## src/rtl/watch_pkg.sv

```systemverilog
// Shared watch definitions: mode encodings, the front-panel strobe bundle and
// default timing, reused by the mode controller, alarm, timekeeper and stopwatch.
package watch_pkg;

  typedef enum logic [1:0] {
    MODE_TIME  = 2'd0,
    MODE_ALARM = 2'd1,
    MODE_SW    = 2'd2
  } mode_e;

  typedef struct packed {
    logic tk1;
    logic tk2;
    logic alm1;
    logic alm2;
    logic alm3;
    logic sw1;
    logic sw2;
  } strobe_t;

  localparam int DEB_CYCLES_DEFAULT = 50000;
  localparam int TIMEOUT_S_DEFAULT  = 30;
  localparam int IDLE_W             = 6;

  function automatic mode_e nextMode(input mode_e m);
    mode_e result;
    case (m)
      MODE_TIME:  result = MODE_ALARM;
      MODE_ALARM: result = MODE_SW;
      default:    result = MODE_TIME;
    endcase
    return result;
  endfunction

endpackage

```

## src/rtl/btn_debounce.sv

```systemverilog
// One push-button front end: 2-flop synchronizer, stability debouncer and a
// single-cycle press pulse on the debounced rising edge.
module btn_debounce
  import watch_pkg::*;
#(
  parameter int DEB_CYCLES = DEB_CYCLES_DEFAULT
) (
  input  logic Clk,
  input  logic Rst,
  input  logic In,
  output logic Level,
  output logic Press
);

  localparam int CNT_W = $clog2(DEB_CYCLES + 1);

  logic             r_sync1;
  logic             r_sync2;
  logic             r_level;
  logic             r_press;
  logic [CNT_W-1:0] r_cnt;

  // The count only survives while the synchronized input keeps disagreeing
  // with the accepted level; a single agreeing sample restarts it.
  always_ff @(posedge Clk or posedge Rst) begin
    if (Rst) begin
      r_sync1 <= 1'b0;
      r_sync2 <= 1'b0;
      r_level <= 1'b0;
      r_press <= 1'b0;
      r_cnt   <= '0;
    end else begin
      r_sync1 <= In;
      r_sync2 <= r_sync1;
      r_press <= 1'b0;
      if (r_sync2 != r_level) begin
        if (r_cnt == CNT_W'(DEB_CYCLES - 1)) begin
          r_level <= r_sync2;
          r_press <= r_sync2;
          r_cnt   <= '0;
        end else begin
          r_cnt <= r_cnt + CNT_W'(1);
        end
      end else begin
        r_cnt <= '0;
      end
    end
  end

  assign Level = r_level;
  assign Press = r_press;

endmodule

```

## src/rtl/watch_mode_ctrl.sv

```systemverilog
// Watch front-panel controller: debounces three buttons, sequences the
// TIME/ALARM/STOPWATCH mode and routes registered strobes to the active block.
module watch_mode_ctrl
  import watch_pkg::*;
#(
  parameter int DEB_CYCLES = DEB_CYCLES_DEFAULT,
  parameter int TIMEOUT_S  = TIMEOUT_S_DEFAULT
) (
  input  logic       Clk,
  input  logic       Rst,
  input  logic       Button1,
  input  logic       Button2,
  input  logic       Button3,
  input  logic       Tick1Hz,
  input  logic       BuzzerBit,
  output logic [1:0] Mode,
  output logic       Button1Tk,
  output logic       Button2Tk,
  output logic       Button1Alm,
  output logic       Button2Alm,
  output logic       Button3Alm,
  output logic       Button1Sw,
  output logic       Button2Sw
);

  if (TIMEOUT_S < 1 || TIMEOUT_S > 63) begin : g_badTimeout
    $error("watch_mode_ctrl: TIMEOUT_S must be within 1..63");
  end

  logic [2:0] w_raw;
  logic [2:0] w_level;
  logic [2:0] w_press;
  logic       w_unusedLevels;

  assign w_raw = {Button3, Button2, Button1};

  for (genvar g = 0; g < 3; g++) begin : g_btn
    btn_debounce #(
      .DEB_CYCLES(DEB_CYCLES)
    ) u_btn (
      .Clk  (Clk),
      .Rst  (Rst),
      .In   (w_raw[g]),
      .Level(w_level[g]),
      .Press(w_press[g])
    );
  end

  assign w_unusedLevels = &w_level;

  mode_e             r_mode;
  logic [IDLE_W-1:0] r_idle;
  strobe_t           r_strobe;

  mode_e             w_nextMode;
  logic [IDLE_W-1:0] w_nextIdle;
  strobe_t           w_strobe;
  logic              w_accept;

  always_ff @(posedge Clk or posedge Rst) begin
    if (Rst) begin
      r_mode   <= MODE_TIME;
      r_idle   <= '0;
      r_strobe <= '0;
    end else begin
      r_mode   <= w_nextMode;
      r_idle   <= w_nextIdle;
      r_strobe <= w_strobe;
    end
  end

  // Button3 outranks Button1 which outranks Button2; losers are dropped.
  // An accepted press always beats the ALARM idle timeout in the same cycle.
  always_comb begin
    w_nextMode = r_mode;
    w_nextIdle = r_idle;
    w_strobe   = '0;
    w_accept   = |w_press;

    if (w_press[2]) begin
      if (BuzzerBit) begin
        w_strobe.alm3 = 1'b1;
      end else begin
        w_nextMode = nextMode(r_mode);
      end
    end else if (w_press[0]) begin
      case (r_mode)
        MODE_TIME:  w_strobe.tk1  = 1'b1;
        MODE_ALARM: w_strobe.alm1 = 1'b1;
        MODE_SW:    w_strobe.sw1  = 1'b1;
        default:    w_strobe      = '0;
      endcase
    end else if (w_press[1]) begin
      case (r_mode)
        MODE_TIME:  w_strobe.tk2  = 1'b1;
        MODE_ALARM: w_strobe.alm2 = 1'b1;
        MODE_SW:    w_strobe.sw2  = 1'b1;
        default:    w_strobe      = '0;
      endcase
    end

    if (r_mode == MODE_ALARM) begin
      if (w_accept) begin
        w_nextIdle = '0;
      end else if (r_idle == IDLE_W'(TIMEOUT_S)) begin
        w_nextMode = MODE_TIME;
        w_nextIdle = '0;
      end else if (Tick1Hz) begin
        w_nextIdle = r_idle + IDLE_W'(1);
      end
    end else begin
      w_nextIdle = '0;
    end
  end

  assign Mode       = r_mode;
  assign Button1Tk  = r_strobe.tk1;
  assign Button2Tk  = r_strobe.tk2;
  assign Button1Alm = r_strobe.alm1;
  assign Button2Alm = r_strobe.alm2;
  assign Button3Alm = r_strobe.alm3;
  assign Button1Sw  = r_strobe.sw1;
  assign Button2Sw  = r_strobe.sw2;

endmodule

```

## config.mk

```make
export PLATFORM = sky130hd
export DESIGN_NAME = watch_mode_ctrl
export DESIGN_NICKNAME = d
export VERILOG_FILES = /design/src/rtl/watch_pkg.sv /design/src/rtl/btn_debounce.sv /design/src/rtl/watch_mode_ctrl.sv
export SDC_FILE = /design/constraint.sdc
export NUM_CORES = 1
export LEC_CHECK = 0
export ABC_CLOCK_PERIOD_IN_PS = 2200
export BUFFER_PORTS_ARGS = -buffer_cell sky130_fd_sc_hd__buf_4
export CAP_MARGIN = 20
export CORE_ASPECT_RATIO = 1.5
export CORE_MARGIN = 1.5
export CORE_UTILIZATION = 30
export CTS_CLUSTER_SIZE = 14
export DETAILED_ROUTE_END_ITERATION = 10
export SLEW_MARGIN = 30
export SYNTH_ARGS = -nofsm -noshare
export SYNTH_HDL_FRONTEND = slang
export SYNTH_SLANG_ARGS = --single-unit
```

## constraint.sdc

```tcl
create_clock -name Clk -period 2.2 [get_ports Clk]
set_input_delay 0.11 -clock Clk [delete_from_list [all_inputs] [get_ports Clk]]
set_output_delay 0.11 -clock Clk [all_outputs]
set_load 0.03 [all_outputs]
```

==> results.json <==
{
  "netlist_area_mm2": 0.00334,
  "grt_max_degree": 76,
  "startpoint": "g_btn[0].u_btn.r_cnt[12]",
  "grt_pass1_wl_um": 11000,
  "cp-end-kind": "flop",
  "critPathKind": "reg -> reg",
  "die_w_um": 89.2,
  "grtUsageTotal_pct": 12.0,
  "cts-root-buf": "clkbuf_16",
  "yosysMostFrequentCell": "dfrtp_1",
  "r2r-start": "g_btn[0].u_btn.r_cnt[12]",
  "synth_area_leaders": "dfrtp_1 (56%), xnor2_1 (8.4%), nor2_1 (6.6%)",
  "wl_per_cell_um": 12.4,
  "synth.top_cell.area_share_pct": 56.1,
  "initial_core_util_pct": 30.6,
  "slew_headroom_pct": 66.5,
  "synth_top_area_cell": "dfrtp_1",
  "htree_levels": 3,
  "rsz0062_at_grt": "no",
  "syn-num-nets": 329,
  "dp_hpwl_um": 4170,
  "p_per_area_mw_per_mm2": 723,
  "cts_made_buffers": 9,
  "cts_setup_buffers": 0,
  "synth_edf_count": 0,
  "critical_path_arrival_ns": 2.13,
  "peakVddDrop_v": 0.000487,
  "grt_pass1_vias": 2393,
  "finalSetupTns_ns": 0,
  "via_per_inst": 4.76,
  "drt_iter0_drc": 152,
  "ys_seq_area_share_pct": 56.1,
  "p_leak_nw": 1.64,
  "cts.sinks": 75,
  "fmaxAchievable_mhz": 518,
  "antenna_found_initial": 0,
  "die_h_um": 132,
  "syn_inst": 317,
  "finalSetupViolCount": 0,
  "hold_buffers": 4,
  "critPathLaunchType": "flop",
  "layout.nets": 358,
  "synth-async-reset-ratio_pct": 100,
  "post_cts.resized_instances": 0,
  "maxSlewViolCount": 0,
  "yosys_warnings": 0,
  "die-area_mm2": 0.0118,
  "clk_latency_ns": 0.33,
  "dpl.cell_count": 478,
  "cts_tree": "done",
  "required_ns": 2.41,
  "min_from": "BuzzerBit",
  "ys.flop_type": "dfrtp_1",
  "firstDrtPassIters": 5,
  "period_share_pct": 87.7,
  "antenna_left": 0,
  "drive_gt1_share_pct": 11.4,
  "row_count": 47,
  "stdcell_count": 497,
  "num_io_pins": 16,
  "drc": 0,
  "fill_cells": 1124,
  "hold_class": "in -> reg",
  "path_clk_slew_ns": 0.06,
  "synth_cell_types": 36,
  "drv_cap": 0,
  "cp_max_fo": 4,
  "finalWeightedCongestion": 0.815,
  "syn_avg_cell_area_um2": 10.5,
  "overflow": 0,
  "synth_common_cells": "dfrtp_1 (75), nor2_1 (59), xnor2_1 (32)",
  "tightest_slew_ns": 0.501,
  "status": "finished, final reports clean",
  "ys_ff_latch": 75,
  "area_growth_pct": 19.0,
  "finalHoldViolCount": 0,
  "min_period_ns": 1.93,
  "core_mm2": 0.0109,
  "num_vias": 2364,
  "clock_path_buffers": 2,
  "portBuffers": 15,
  "routed_wl_um": 6180,
  "fin_skew_ns": 0.00286,
  "diodes": 0
}
## report_power, final
| group | internal [mW] | switching (mW) |
|---|---|---|
| clock | 0.850 | 0.524 |
| sequential | 1.40 | 0.0162 |
| combinational | 0.0338 | 0.0556 |
## critical path, stage by stage, from the launching register on
cell	delay (ns)
dfrtp_1	0.41
nor4_1	0.30
nand3_1	0.14
or4_1	0.58
mux2_1	0.36
## cell type report
class	count	area, um2	area share (%)
timing repair buffer	22	188	4.72
inverter	9	33.8	0.849
tap	147	184	4.62
clock inverter	1	7.51	0.189
clock buffer	14	274	6.88
multi-input combinational	229	1420	35.6
sequential	75	1880	47.2
## kinds of logic after synthesis
kind of cell	Yosys count	synth area share, %
flip-flops	75	56.1
XOR/XNOR	45	11.8
multiplexers	3	1.01
AND/OR/NAND/NOR	161	24.7
buffers and inverters	13	1.50
AO/OA/AOI/OAI	15	2.99
adder cells (fa/ha/maj)	5	1.87
## worst paths after layout
kind	endpoint	cells after the start	slack [ns]
setup / recovery	g_btn[0].u_btn.Level	4	0.27
hold reg to reg	g_btn[0].u_btn.r_sync2	0	0.36
min in group asynchronous	g_btn[1].u_btn.r_sync1	4	0.42
max in group asynchronous	g_btn[0].u_btn.r_cnt[11]	4	1.47
hold / removal	Button3Alm	2	0.02
setup reg to reg	g_btn[0].u_btn.Level	4	0.27
## stage by stage
step                      area (um2)  util, %  hold slack, ns  total power, mW  setup slack (ns)
final                           3980     36.4          0.0156             2.88             0.271
after global routing            3980     36.4          0.0223             3.00            0.0792
after CTS                       3980     36.4         0.00768             2.92             0.254
after detailed placement        3660     33.4           0.221             1.53             0.299
after global placement          3660     33.4           0.221             1.53             0.321
after floorplan                 3340        -           0.141             1.49             0.180
## cells in the final DEF (no fill, tap or decap), types with 2 or more instances in the layout
| cell type | count |
|---|---|
| clkbuf_16 | 9 |
| xnor2_1 | 32 |
| ha_1 | 5 |
| mux2_2 | 2 |
| nand2b_1 | 4 |
| and3_1 | 6 |
| or3_1 | 4 |
| nor3_1 | 10 |
| nand4_1 | 13 |
| nand3_1 | 14 |
| clkbuf_8 | 3 |
| nor2_1 | 59 |
| a21oi_1 | 5 |
| o31ai_1 | 2 |
| dlygate4sd3_1 | 4 |
| nand3_2 | 2 |
| xor2_1 | 13 |
| nor4_1 | 11 |
| inv_1 | 8 |
| nand2_1 | 20 |
| dfrtp_1 | 75 |
| nor3b_1 | 4 |
| and2_1 | 2 |
| clkbuf_1 | 2 |
| or4_1 | 3 |
| o21ai_0 | 4 |
| nor4b_1 | 3 |
| buf_4 | 17 |
## metal layers
metal / part of all wire [%] / up-vias / wire length, um / global-route usage [%]
met1: 42 / 1167 / 2620 / 14.5
met2: 52 / 34 / 3240 / 19.4
li1: - / 1151 / - / -
met3: 1.9 / 12 / 117 / 2.13
met5: 0 / - / 0 / 0
met4: 3.5 / 0 / 214 / 7.52
## sequential cells by signal, indices dropped and copies added (netlist names)
register             flops
g_btn.u_btn.r_cnt       48
r_idle                   6
g_btn.u_btn.Level        3
g_btn.u_btn.Press        3
g_btn.u_btn.r_sync1      3
g_btn.u_btn.r_sync2      3
Mode                     2
Button1Alm               1
Button1Sw                1
Button1Tk                1
Button2Alm               1
Button2Sw                1
Button2Tk                1
Button3Alm               1
No activity file was read; power rests on OpenSTA's default activity.
